$ cat config.mk
export PLATFORM = sky130hd
export DESIGN_NAME = mt_wb_arbiter
export DESIGN_NICKNAME = d
export VERILOG_FILES = /design/src/rtl/mt_pkg.sv /design/src/rtl/mt_wb_fifo.sv /design/src/rtl/mt_wb_arbiter.sv
export SDC_FILE = /design/constraint.sdc
export NUM_CORES = 1
export LEC_CHECK = 0
export CORE_ASPECT_RATIO = 2
export CORE_MARGIN = 5
export CORE_UTILIZATION = 55
export CTS_BUF_LIST = sky130_fd_sc_hd__clkbuf_2
export DETAILED_ROUTE_END_ITERATION = 10
export HOLD_SLACK_MARGIN = 0.06
export PLACE_DENSITY = 0.88
export SYNTH_ARGS = -nofsm -noshare
export SYNTH_HDL_FRONTEND = slang
export SYNTH_HIERARCHICAL = 1
export SYNTH_SLANG_ARGS = --single-unit
$ cat constraint.sdc
create_clock -name clk -period 8.3 [get_ports clk]
set_input_delay 2.075 -clock clk [delete_from_list [all_inputs] [get_ports clk]]
set_output_delay 2.075 -clock clk [all_outputs]
set_load 0.01 [all_outputs]
$ cat src/rtl/mt_pkg.sv
`default_nettype none
// ============================================================================
// Module      : mt_pkg
// Description : Shared sizing constants and the register-file writeback entry
//               type used by decode (regfile), execute and the writeback
//               arbiter of the barrel pipeline.
// Revision    : 1.0 - initial release
// ============================================================================
package mt_pkg;

    localparam int NUM_THREADS  = 8;
    localparam int BITS_THREADS = $clog2(NUM_THREADS);
    localparam int DATA_WIDTH   = 32;
    localparam int REG_ADDR_W   = 5;

    // One pending register-file write: thread, destination register, value.
    typedef struct packed {
        logic [BITS_THREADS-1:0] tid;
        logic [REG_ADDR_W-1:0]   rd;
        logic [DATA_WIDTH-1:0]   data;
    } wb_entry_t;

endpackage
`default_nettype wire

$ cat src/rtl/mt_wb_fifo.sv
`default_nettype none
// ============================================================================
// Module      : mt_wb_fifo
// Description : Synchronous FIFO of wb_entry_t holding load returns until the
//               regfile write port is free. The head entry is visible
//               combinationally while the FIFO is non-empty.
// Ports       : clk, rst_n (sync, active-low)
//               push, push_data  - enqueue (ignored when full)
//               pop              - dequeue head (ignored when empty)
//               head             - current head entry
//               full, empty      - derived from the registered count
//               count            - number of stored entries
// Revision    : 1.0 - initial release
// ============================================================================
module mt_wb_fifo
    import mt_pkg::*;
#(
    parameter int DEPTH = 4
) (
    input  logic                     clk,
    input  logic                     rst_n,
    input  logic                     push,
    input  wb_entry_t                push_data,
    input  logic                     pop,
    output wb_entry_t                head,
    output logic                     full,
    output logic                     empty,
    output logic [$clog2(DEPTH):0]   count
);

    localparam int                c_PTR_W = $clog2(DEPTH);
    localparam logic [c_PTR_W:0]  c_FULL  = (c_PTR_W + 1)'(DEPTH);

    wb_entry_t            r_mem [DEPTH];
    logic [c_PTR_W-1:0]   r_wr_ptr;
    logic [c_PTR_W-1:0]   r_rd_ptr;
    logic [c_PTR_W:0]     r_count;

    logic                 w_do_push;
    logic                 w_do_pop;

    assign full      = (r_count == c_FULL);
    assign empty     = (r_count == '0);
    assign count     = r_count;
    assign head      = r_mem[r_rd_ptr];

    assign w_do_push = push && !full;
    assign w_do_pop  = pop && !empty;

    // Pointers wrap naturally because DEPTH is a power of two.
    always_ff @(posedge clk) begin
        if (!rst_n) begin
            r_wr_ptr <= '0;
            r_rd_ptr <= '0;
            r_count  <= '0;
        end else begin
            if (w_do_push) begin
                r_wr_ptr <= r_wr_ptr + 1'b1;
            end
            if (w_do_pop) begin
                r_rd_ptr <= r_rd_ptr + 1'b1;
            end
            case ({w_do_push, w_do_pop})
                2'b10:   r_count <= r_count + 1'b1;
                2'b01:   r_count <= r_count - 1'b1;
                default: r_count <= r_count;
            endcase
        end
    end

    // Storage needs no reset: entries are only read between push and pop.
    always_ff @(posedge clk) begin
        if (w_do_push) begin
            r_mem[r_wr_ptr] <= push_data;
        end
    end

endmodule
`default_nettype wire

$ cat src/rtl/mt_wb_arbiter.sv
`default_nettype none
// ============================================================================
// Module      : mt_wb_arbiter
// Description : Write-side master for the per-thread register file. ALU
//               results own the single write port; load returns wait in a
//               small FIFO and drain when the ALU leaves the slot free. Keeps
//               one outstanding-load bit per thread for fetch, and raises an
//               advisory stall_req when buffered loads have been starved.
// Ports       : clk, rst_n (sync, active-low)
//               alu_valid/alu_tid/alu_rd/alu_data  - ALU result, no backpressure
//               ld_issue/ld_issue_tid              - load issued, sets pending
//               ld_valid/ld_ready/ld_tid/ld_rd/ld_data - load response
//               write_enable/tid_write/a3/wd3      - registered regfile write
//               ld_pending                         - per-thread outstanding load
//               stall_req                          - request for an ALU bubble
// Revision    : 1.0 - initial release
// ============================================================================
module mt_wb_arbiter
    import mt_pkg::*;
#(
    parameter int NUM_THREADS  = mt_pkg::NUM_THREADS,
    parameter int BITS_THREADS = $clog2(NUM_THREADS),
    parameter int DATA_WIDTH   = mt_pkg::DATA_WIDTH,
    parameter int LQ_DEPTH     = 4,
    parameter int STARVE_LIMIT = 8
) (
    input  logic                    clk,
    input  logic                    rst_n,
    input  logic                    alu_valid,
    input  logic [BITS_THREADS-1:0] alu_tid,
    input  logic [REG_ADDR_W-1:0]   alu_rd,
    input  logic [DATA_WIDTH-1:0]   alu_data,
    input  logic                    ld_issue,
    input  logic [BITS_THREADS-1:0] ld_issue_tid,
    input  logic                    ld_valid,
    output logic                    ld_ready,
    input  logic [BITS_THREADS-1:0] ld_tid,
    input  logic [REG_ADDR_W-1:0]   ld_rd,
    input  logic [DATA_WIDTH-1:0]   ld_data,
    output logic                    write_enable,
    output logic [BITS_THREADS-1:0] tid_write,
    output logic [REG_ADDR_W-1:0]   a3,
    output logic [DATA_WIDTH-1:0]   wd3,
    output logic [NUM_THREADS-1:0]  ld_pending,
    output logic                    stall_req
);

    localparam int                 c_CNT_W      = $clog2(STARVE_LIMIT + 1);
    localparam logic [c_CNT_W-1:0] c_STARVE_MAX = c_CNT_W'(STARVE_LIMIT);

    // ------------------------------------------------------------------
    // Load-return FIFO
    // ------------------------------------------------------------------
    wb_entry_t                  w_push_entry;
    wb_entry_t                  w_head;
    logic                       w_fifo_full;
    logic                       w_fifo_empty;
    logic [$clog2(LQ_DEPTH):0]  w_fifo_count;
    logic                       w_push;
    logic                       w_pop;
    logic                       w_alu_take;
    logic                       w_lq_nonempty;

    assign w_push_entry = '{tid: ld_tid, rd: ld_rd, data: ld_data};

    // Ready comes from the registered count only, so a same-cycle pop
    // never opens a slot for the response presented in that cycle.
    assign ld_ready      = !w_fifo_full;
    assign w_push        = ld_valid && !w_fifo_full;

    // Writes to r0 are architecturally discarded, so such an ALU result
    // does not occupy the write port and a load may drain instead.
    assign w_alu_take    = alu_valid && (alu_rd != '0);
    assign w_pop         = !w_alu_take && !w_fifo_empty;
    assign w_lq_nonempty = (w_fifo_count != '0);

    mt_wb_fifo #(
        .DEPTH     (LQ_DEPTH)
    ) u_fifo (
        .clk       (clk),
        .rst_n     (rst_n),
        .push      (w_push),
        .push_data (w_push_entry),
        .pop       (w_pop),
        .head      (w_head),
        .full      (w_fifo_full),
        .empty     (w_fifo_empty),
        .count     (w_fifo_count)
    );

    // ------------------------------------------------------------------
    // Registered regfile write port
    // ------------------------------------------------------------------
    logic                    r_write_enable;
    logic [BITS_THREADS-1:0] r_tid_write;
    logic [REG_ADDR_W-1:0]   r_a3;
    logic [DATA_WIDTH-1:0]   r_wd3;

    always_ff @(posedge clk) begin
        if (!rst_n) begin
            r_write_enable <= 1'b0;
            r_tid_write    <= '0;
            r_a3           <= '0;
            r_wd3          <= '0;
        end else if (w_alu_take) begin
            r_write_enable <= 1'b1;
            r_tid_write    <= alu_tid;
            r_a3           <= alu_rd;
            r_wd3          <= alu_data;
        end else if (w_pop) begin
            // A load to r0 is still consumed (and clears pending) but
            // produces no write; the address/data lines keep their values.
            r_write_enable <= (w_head.rd != '0);
            if (w_head.rd != '0) begin
                r_tid_write <= w_head.tid;
                r_a3        <= w_head.rd;
                r_wd3       <= w_head.data;
            end
        end else begin
            r_write_enable <= 1'b0;
        end
    end

    assign write_enable = r_write_enable;
    assign tid_write    = r_tid_write;
    assign a3           = r_a3;
    assign wd3          = r_wd3;

    // ------------------------------------------------------------------
    // Per-thread outstanding-load bits
    // ------------------------------------------------------------------
    logic [NUM_THREADS-1:0] r_ld_pending;
    logic [NUM_THREADS-1:0] w_set_mask;
    logic [NUM_THREADS-1:0] w_clr_mask;

    always_comb begin
        w_set_mask = '0;
        w_clr_mask = '0;
        if (ld_issue) begin
            w_set_mask[ld_issue_tid] = 1'b1;
        end
        if (w_pop) begin
            w_clr_mask[w_head.tid] = 1'b1;
        end
    end

    // Set is applied after clear so a new issue wins over a same-cycle pop.
    always_ff @(posedge clk) begin
        if (!rst_n) begin
            r_ld_pending <= '0;
        end else begin
            r_ld_pending <= (r_ld_pending & ~w_clr_mask) | w_set_mask;
        end
    end

    assign ld_pending = r_ld_pending;

    // ------------------------------------------------------------------
    // Starvation counter and stall request
    // ------------------------------------------------------------------
    logic [c_CNT_W-1:0] r_starve_cnt;
    logic [c_CNT_W-1:0] w_starve_next;
    logic               r_stall_req;

    always_comb begin
        w_starve_next = r_starve_cnt;
        if (!w_lq_nonempty || w_pop) begin
            w_starve_next = '0;
        end else if (w_alu_take && (r_starve_cnt != c_STARVE_MAX)) begin
            w_starve_next = r_starve_cnt + 1'b1;
        end
    end

    // stall_req is registered alongside the counter so it always mirrors
    // the counter's saturated state without an extra cycle of lag.
    always_ff @(posedge clk) begin
        if (!rst_n) begin
            r_starve_cnt <= '0;
            r_stall_req  <= 1'b0;
        end else begin
            r_starve_cnt <= w_starve_next;
            r_stall_req  <= (w_starve_next == c_STARVE_MAX);
        end
    end

    assign stall_req = r_stall_req;

endmodule
`default_nettype wire

# Word level (Yosys, flattened, before mapping)
# Memory sizes are Yosys's and may differ from the RTL's. A register that Yosys moved wholly into a read port is not among the register bits.
# Index checks and enable logic that the tools add are counted.
# op_classes
bitwise_logic,3
n_addsub,5
magnitude_cmp,4
muxes,24
eq_ne,5
n_reduce_logical,21
# ops
op,n
$mux 32,3
$mux 8,2
$mux 5,3
$reduce_bool 5->1,2
$mux 3,3
$and 8x8->8,1
$logic_and 1x1->1,8
$lt 3x4->1 const B,2
$mux 4,2
$not 8->8,1
$or 8x8->8,1
$demux 1 s3,2
$ge 3x1->1 const B,2
$mux 1,6
$pmux 3 s2,1
$reduce_bool 2->1,3
$add 2x1->2 const B,2
$add 4x1->4 const B,1
$eq 4x4->1 const B,1
$logic_not 1->1,4
$mux 2,2
$ne 4x4->1 const B,1
$add 3x1->3 const B,1
$eq 3x3->1 const B,1
other kinds (7),7
# word_totals
regBits,61
word_cells,73
mem_count,1
mem_bits_rw,160
# mem_list
memory,words,word_bits,rd,rd_clocked_by_memory_dff,write_ports,line,rtl
u_fifo.r_mem,4,40,1,1,1,mt_wb_fifo.sv:34,wb_entry_t r_mem [DEPTH];

# Longest topological paths before layout
# Gate-level depths: netlist of run 1.
# logic_depth
word_depth,8
mapped_depth,11
ltp_nobuf,10

# Modules after synthesis
# The synthesis of run 1 kept the hierarchy.
# by_module_without_submodules
mod,seq_area_each_um2,area_each_um2,n_inst,cells_per_inst
mt_wb_fifo,4984.8,6311.1,1,263
mt_wb_arbiter,1081.0,2484.9,1,314

# Least setup slack after synthesis of run 1
# Ideal clock, no wire load.
# synth_path
kind,input to register
start,in alu_rd[1]
end,"reg u_fifo.r_count[2], in the netlist u_fifo/count[2]"
cell_stages,11
setup_slack_ps,3918
arrival_ps,4312
cell_sequence,or3_4 o21a_1 buf_2 nor2_1 nor2b_1 ha_1 inv_1 fa_1 xor2_1 or3_1 a21boi_1
# synth_between
elab_chain_cells,7
elab_cells_between_ends,9
classes_between,eq/ne (2); mux (1); reduce/logical (6)
# synth_lines
element,line,rtl
from (decl),mt_wb_arbiter.sv:31,"input logic [REG_ADDR_W-1:0] alu_rd,"
$reduce_bool 5->1 (*),mt_wb_arbiter.sv:73,assign w_alu_take = alu_valid && (alu_rd != '0);
$logic_and 1x1->1 (*),mt_wb_arbiter.sv:73,
$logic_not 1->1 (*),mt_wb_arbiter.sv:74,assign w_pop = !w_alu_take && !w_fifo_empty;
$logic_and 1x1->1 (*),mt_wb_arbiter.sv:74,
net w_pop,mt_wb_arbiter.sv:60,logic w_pop;
$logic_and 1x1->1 (*),mt_wb_fifo.sv:48,assign w_do_pop = pop && !empty;
net u_fifo.w_do_pop,mt_wb_fifo.sv:40,logic w_do_pop;
$eq 2x1->1 / $eq 2x2->1 (equally long branches),mt_wb_fifo.sv:63,"case ({w_do_push, w_do_pop})"
$pmux 3 s2 / $reduce_bool 2->1 (equally long branches),n/a,
to (signal assigned),mt_wb_fifo.sv:64,2'b10: r_count <= r_count + 1'b1;
to (signal assigned),mt_wb_fifo.sv:65,2'b01: r_count <= r_count - 1'b1;
to (signal assigned),mt_wb_fifo.sv:66,default: r_count <= r_count;
to (decl),mt_wb_fifo.sv:37,logic [c_PTR_W:0] r_count;
# Mark *: on every way through the listed nets, which the timed path passes. The rest lies on a longest branch.
# A chain may end at the register's enable or synchronous reset.

# Worst setup path in the final report of run 1
# Same ends and word-level chain as after synthesis.

==> impl_metrics.env, run 1 <==
export IMPL_min_to="ld_pending[7]$_SDFF_PN0_"
export IMPL_synth_fp_nets=673
export IMPL_core_rowCount=65
export IMPL_io_pins=139
export IMPL_drive_gt1_share_pct=17.0
export IMPL_worstSkewPairLatency_ns=0.70
export IMPL_relSlewSlack_pct=23.0
export IMPL_clock_sinks=223
export IMPL_p_sw_share_pct=31.9
export IMPL_io_buffers=138
export IMPL_drt_wirelength_per_cell_um=20.6
export IMPL_clock_path_buffers=3
export IMPL_hold_class="reg2reg"
export IMPL_power_frac_seq_pct=51.3
export IMPL_synth_seq_cells=223
export IMPL_slew_viol_final=0
export IMPL_area_delta_synth_final_pct=20.8
export IMPL_first_pass_iters=5
export IMPL_cts_root_buf="clkbuf_2"
export IMPL_ir_drop_mv=0.153
export IMPL_synth_ff_type="edfxtp_1"
export IMPL_die_h_um=189
export IMPL_cts_max_level=2
export IMPL_hold_depth=2
export IMPL_comb_power_share_pct=25.9
export IMPL_drc=0
export IMPL_drt_total_wl_mm=19.9
export IMPL_ff2ff_path_depth=5
export IMPL_start_util_pct=55.7
export IMPL_drt_iter0_drc=359
export IMPL_seq_area_frac_synth_pct=69.0
export IMPL_power_mw=2.80
export IMPL_intPower_mw=1.91
export IMPL_power_density_nw_per_um2=264
export IMPL_track_usage_pct=21.5
export IMPL_hp_start="ld_pending[7]$_SDFF_PN0_"
export IMPL_cp_max_fo=11
export IMPL_synth_cell_types=50
export IMPL_period_minus_slack_ns=4.46
export IMPL_cp_required_ns=8.93
export IMPL_crit_arrival_ns=5.09
export IMPL_tns_ns=0
export IMPL_grt_max_degree=80
export IMPL_antenna_found_initial=2
export IMPL_synth_edf_count=160
export IMPL_post_cts_resized=0
export IMPL_fin_nets=825
export IMPL_holdBufCountCts=0
export IMPL_crit_reg2reg_capture="wd3[9]$_SDFFE_PN0P_"
export IMPL_crit_type="in2reg"
export IMPL_tritoncts="built"
export IMPL_period_share_pct=53.8
export IMPL_routed_via_density=5.85
export IMPL_outcome="finished, final reports clean"
export IMPL_die_w_um=99.4
export IMPL_yosysWarnings=6
export IMPL_clock_skew_ns=0.0489
export IMPL_place_ws_ns=3.19
export IMPL_r2r_slack_ns=4.72
export IMPL_avgSynthCellArea_sq_um=15.2
export IMPL_coreArea_sq_um=15800
export IMPL_ant_nets=0
export IMPL_fmax_ghz=0.224
export IMPL_cts_buffers=45
export IMPL_tightest_slew_ns=1.15
export IMPL_grt_pass1_wl_mm=31.2
export IMPL_drv_cap=0
export IMPL_utilization_pct=67.3
export IMPL_leakagePower_nw=3.54
export IMPL_dieArea_sq_um=18800
export IMPL_setup_viol=0
export IMPL_worst_setup_path_start_kind="input port"
export IMPL_n_fill_cell=1066
export IMPL_dp_hpwl_mm=13.2
export IMPL_rsz0062_at_grt="false"
export IMPL_setup_ws_ns=3.84
export IMPL_gr_total_overflow=0
export IMPL_cp_end_kind="register"
export IMPL_clk_pin_slew_ns=0.13
export IMPL_switchingPower_mw=0.895
export IMPL_first_global_vias=6025
export IMPL_synth_async_reset_ratio_pct=0
export IMPL_syn_inst=577
export IMPL_post_cts_buffers=0
export IMPL_synth_area_sq_um=8800
export IMPL_hold_violations=0
export IMPL_mostFrequentLayoutCell="edfxtp_1"
export IMPL_final_cell_mix="edfxtp_1, clkdlybuf4s50_1, nand2_1, clkbuf_2, dfxtp_1"
export IMPL_dr_total_vias=5659
export IMPL_clockPowerShare_pct=22.8
export IMPL_gp_congestion=0.793
-- layer usage --
layer / part of all wire [%] / up-vias / global-route usage [%]
met3: 5.0 / 60 / 3.30
met1: 32 / 2804 / 22.1
met5: 0 / - / 0
li1: - / 2553 / -
met4: 4.5 / 0 / 11.6
met2: 58 / 242 / 40.4
-- power by group through the flow --
stage / Combinational, mW / Clock (mW) / Sequential, mW
6_report: 0.726 / 0.638 / 1.44
5_1_grt: 0.779 / 0.720 / 1.46
4_1_cts: 0.730 / 0.656 / 1.44
3_5_place_dp: 0.727 / 0 / 1.47
3_3_place_gp: 0.696 / 0 / 1.45
2_1_floorplan: 0.529 / 0 / 1.43
-- final cells by class --
cell class              count  area [sq um]  share of cell area, %
clock buffers              67           335                   3.16
clock inverters            16          90.1                  0.848
inverters                  13          48.8                  0.459
flip-flops and latches    223          6070                   57.1
multi-input cells         307          2440                   22.9
well taps                 201           251                   2.37
repair buffers            139          1380                   13.0
diodes                      2          5.00                 0.0471
-- metrics by stage --
step                std cells  hold slack (ns)  area (sq um)
finish                    968            0.477         10600
CTS                       966            0.478         10600
global route              968            0.489         10600
detailed placement        883            0.461         10200
floorplan                 577            0.456          8800
global placement          883            0.459         10200
-- logic make-up after synthesis --
| kind of cell | count (synthesis) | synth area share, % |
|---|---|---|
| buffers and inverters | 47 | 3.49 |
| multiplexers | 47 | 11.1 |
| AND/OR/NAND/NOR | 133 | 6.88 |
| XOR/XNOR | 4 | 0.398 |
| adder cells (fa/ha/maj) | 8 | 1.22 |
| AO/OA/AOI/OAI | 115 | 7.99 |
| flip-flops | 223 | 69.0 |
-- sequential cells by signal (all words and copies together) (netlist names), named ones only --
name / cells
u_fifo/r_wr_ptr: 2
u_fifo/r_rd_ptr: 2
wd3: 32
write_enable: 1
u_fifo/r_mem: 160
tid_write: 3
ld_pending: 8
stall_req: 1
a3: 5
r_starve_cnt: 4
u_fifo/count: 3
-- worst max path at each step --
stage / start / to / cells after the start
5_1_grt: alu_rd[1] / u_fifo/count[2]$_SDFFE_PN0P_ / 11
4_1_cts: alu_rd[1] / u_fifo/count[2]$_SDFFE_PN0P_ / 11
3_5_place_dp: alu_rd[1] / u_fifo/count[2]$_SDFFE_PN0P_ / 11
3_3_place_gp: alu_rd[1] / u_fifo/count[2]$_SDFFE_PN0P_ / 11
6_report: alu_rd[1] / u_fifo/count[2]$_SDFFE_PN0P_ / 11
2_1_floorplan: alu_rd[1] / u_fifo/count[2]$_SDFFE_PN0P_ / 11
-- synthesized netlist by cell type, types with 7 or more instances --
cell type / number / area, sq um
edfxtp_1: 160 / 4800
nand2_1: 86 / 323
dfxtp_1: 63 / 1260
mux4_2: 40 / 901
a31oi_1: 37 / 231
o21ai_0: 37 / 185
buf_2: 13 / 65.1
clkbuf_1: 10 / 37.5
inv_1: 10 / 37.5
a21oi_1: 9 / 45.0
nand3_1: 9 / 45.0
nor2_1: 9 / 33.8
o21ai_1: 9 / 45.0
nor2b_1: 8 / 50.1
ha_1: 7 / 87.6
-- critical path, cell delays in order --
cell             delay, ns
clkdlybuf4s50_1       0.42
or3_4                 0.43
o21a_1                0.33
nor2_1                0.22
nor2b_1               0.26
ha_1                  0.24
inv_1                 0.07
fa_1                  0.38
xor2_1                0.17
or3_1                 0.33
a21boi_1              0.16
Power figures use the tool's default switching activity.
==> inputs of run 2 (changes only) <==
--- a/config.mk
+++ b/config.mk
@@ -7,11 +7,11 @@
 export LEC_CHECK = 0
 export CORE_ASPECT_RATIO = 2
 export CORE_MARGIN = 5
-export CORE_UTILIZATION = 55
+export CORE_UTILIZATION = 50
 export CTS_BUF_LIST = sky130_fd_sc_hd__clkbuf_2
 export DETAILED_ROUTE_END_ITERATION = 10
 export HOLD_SLACK_MARGIN = 0.06
-export PLACE_DENSITY = 0.88
+export PLACE_DENSITY = 0.84
 export SYNTH_ARGS = -nofsm -noshare
 export SYNTH_HDL_FRONTEND = slang
 export SYNTH_HIERARCHICAL = 1
==> constraint.sdc (replaced) <==
create_clock -name clk -period 4.1 [get_ports clk]
set_input_delay 1.025 -clock clk [delete_from_list [all_inputs] [get_ports clk]]
set_output_delay 1.025 -clock clk [all_outputs]
set_load 0.01 [all_outputs]
==> run 2 against run 1 <==
Effect of this change: cell area increased by 1.9%; critical path type unchanged; combinational power increased by 120%; setup slack got worse by 2.9 ns; flip-flop and latch count is the same; non-clock buffer count is 12 higher; core utilization shrank 4.7 points; routed wire length grew 3.3%; highest routed layer unchanged; largest power group unchanged; register-to-register slack got worse by 3.8 ns; die area rose by 9.2%.
==> impl_metrics.env, run 2 (synthesized netlist as in run 1, its figures left out) <==
export IMPL_dieArea_sq_um=20500
export IMPL_max_stage_delay_ns=0.43
export IMPL_r2r_slack_ns=0.97
export IMPL_fmax_ghz=0.315
export IMPL_fin_hold_ws_ns=0.483
export IMPL_rsz0062_at_grt="false"
export IMPL_hold_depth=2
export IMPL_io_pins=139
export IMPL_outcome="finished, final reports clean"
export IMPL_slew_viol_final=0
export IMPL_clock_path_buffers=3
export IMPL_cp_end_kind="register"
export IMPL_post_cts_buffers=0
export IMPL_holdBufCountCts=0
export IMPL_antenna_found_initial=5
export IMPL_ant_nets=0
export IMPL_power_density_nw_per_um2=540
export IMPL_start_util_pct=50.9
export IMPL_post_cts_resized=0
export IMPL_dp_hpwl_mm=14.2
export IMPL_drc=0
export IMPL_drt_iter0_drc=293
export IMPL_gr_total_overflow=0
export IMPL_fin_nets=839
export IMPL_clk_pin_slew_ns=0.12
export IMPL_crit_family="simple AND/OR/NAND/NOR gates"
export IMPL_cts_max_level=2
export IMPL_leakagePower_nw=3.63
export IMPL_area_delta_synth_final_pct=23.0
export IMPL_period_share_pct=77.4
export IMPL_gp_congestion=0.819
export IMPL_hold_violations=0
export IMPL_dr_total_vias=5637
export IMPL_cp_max_fo=4
export IMPL_clock_skew_ns=0.0414
export IMPL_largest_reg_flops=160
export IMPL_ir_drop_mv=0.344
export IMPL_crit_arrival_ns=3.84
export IMPL_die_h_um=198
export IMPL_power_mw=5.84
export IMPL_cts_buffers=47
export IMPL_regMostFlops="u_fifo/r_mem"
export IMPL_period_minus_slack_ns=3.17
export IMPL_final_cell_mix="edfxtp_1, clkdlybuf4s50_1, nand2_1, clkbuf_2, dfxtp_1"
export IMPL_utilization_pct=62.7
export IMPL_crit_chain="clkdlybuf4s50_1 > or3_4 > o21a_1 > nor2_1 > nor2b_1 > ha_1 > inv_1 > fa_1 > xor2_1 > or3_1 > a21boi_1"
export IMPL_n_fill_cell=1262
export IMPL_setup_ws_ns=0.926
export IMPL_fin_cells=997
export IMPL_die_w_um=104
export IMPL_first_global_vias=6231
export IMPL_tns_ns=0
export IMPL_io_buffers=138
export IMPL_worstSkewPairLatency_ns=0.74
export IMPL_place_ws_ns=0.224
export IMPL_crit_reg2reg_capture="wd3[19]$_SDFFE_PN0P_"
export IMPL_drt_wirelength_per_cell_um=20.6
export IMPL_final_area_sq_um=10800
export IMPL_worst_setup_path_start_kind="input port"
export IMPL_tritoncts="built"
export IMPL_crit_type="in2reg"
export IMPL_tightest_slew_ns=0.937
export IMPL_grt_pass1_wl_mm=31.6
export IMPL_hold_class="reg2reg"
export IMPL_track_usage_pct=19.6
export IMPL_clock_sinks=223
export IMPL_relSlewSlack_pct=37.5
export IMPL_first_pass_iters=4
export IMPL_drt_total_wl_mm=20.6
export IMPL_core_rowCount=68
export IMPL_placed_area_sq_um=10300
export IMPL_grt_max_degree=53
export IMPL_cts_root_buf="clkbuf_2"
export IMPL_cp_required_ns=4.77
export IMPL_ff2ff_path_depth=6
export IMPL_min_to="tid_write[2]$_SDFFE_PN0P_"
export IMPL_hp_start="tid_write[2]$_SDFFE_PN0P_"
export IMPL_critPathSlowestCell="clkdlybuf4s50_1"
export IMPL_setup_viol=0
export IMPL_drive_gt1_share_pct=18.8
export IMPL_mostFrequentLayoutCell="edfxtp_1"
export IMPL_routed_via_density=5.65
export IMPL_worst_path_buf_inv=2
export IMPL_dp_cells=904
export IMPL_drv_cap=0
export IMPL_coreArea_sq_um=17300
-- run 2: cell types whose count changed in the layout (fill, tap and decap cells not counted) --
cell,before,now
buf_12,0,3
clkinvlp_4,0,1
bufinv_16,1,2
clkinv_2,3,4
diode_2,2,5
buf_4,1,10
clkbuf_2,67,69
-- run 2: how the worst max path moves through the flow --
stage | startpoint | endpoint | slack (ns) | cells past startpoint
2_1_floorplan | alu_rd[1] | u_fifo/count[2]$_SDFFE_PN0P_ | 0.77 | 11
3_3_place_gp | alu_rd[1] | u_fifo/count[2]$_SDFFE_PN0P_ | 0.34 | 11
3_5_place_dp | alu_rd[1] | u_fifo/count[2]$_SDFFE_PN0P_ | 0.22 | 11
4_1_cts | register | wd3[28]$_SDFFE_PN0P_ | 0.92 | 6
5_1_grt | register | wd3[30]$_SDFFE_PN0P_ | 0.72 | 6
6_report | alu_rd[1] | u_fifo/count[2]$_SDFFE_PN0P_ | 0.93 | 11
-- run 2: area by class of cell --
| cell class | count | area [sq um] | area share [%] |
|---|---|---|---|
| Tap cell | 210 | 263 | 2.43 |
| Inverter | 13 | 48.8 | 0.451 |
| Timing Repair Buffer | 151 | 1510 | 14.0 |
| Multi-Input combinational cell | 307 | 2440 | 22.5 |
| Clock inverter | 19 | 133 | 1.23 |
| Antenna cell | 5 | 12.5 | 0.116 |
| Clock buffer | 69 | 345 | 3.19 |
| Sequential cell | 223 | 6070 | 56.1 |
-- run 2: report_power, final --
group	internal, mW	leakage [nW]	total (mW)	switching [mW]
Clock	0.582	0.349	1.40	0.816
Combinational	0.681	1.29	1.59	0.906
Sequential	2.72	1.99	2.86	0.140
Total	3.98	3.63	5.84	1.86
-- run 2: metal layers --
layer  global-route usage (%)  vias up  wire length [um]
met4                     10.8        0               879
met2                     37.3      235             11900
met3                     3.99       54              1100
met5                        0        -                 0
met1                     19.4     2767              6700
li1                         -     2581                 -
-- run 2: tightest hold or removal path: stages, from the launching register on --
cell	delay (ns)
dfxtp_1	0.33
nand2_1	0.05
a31oi_1	0.07
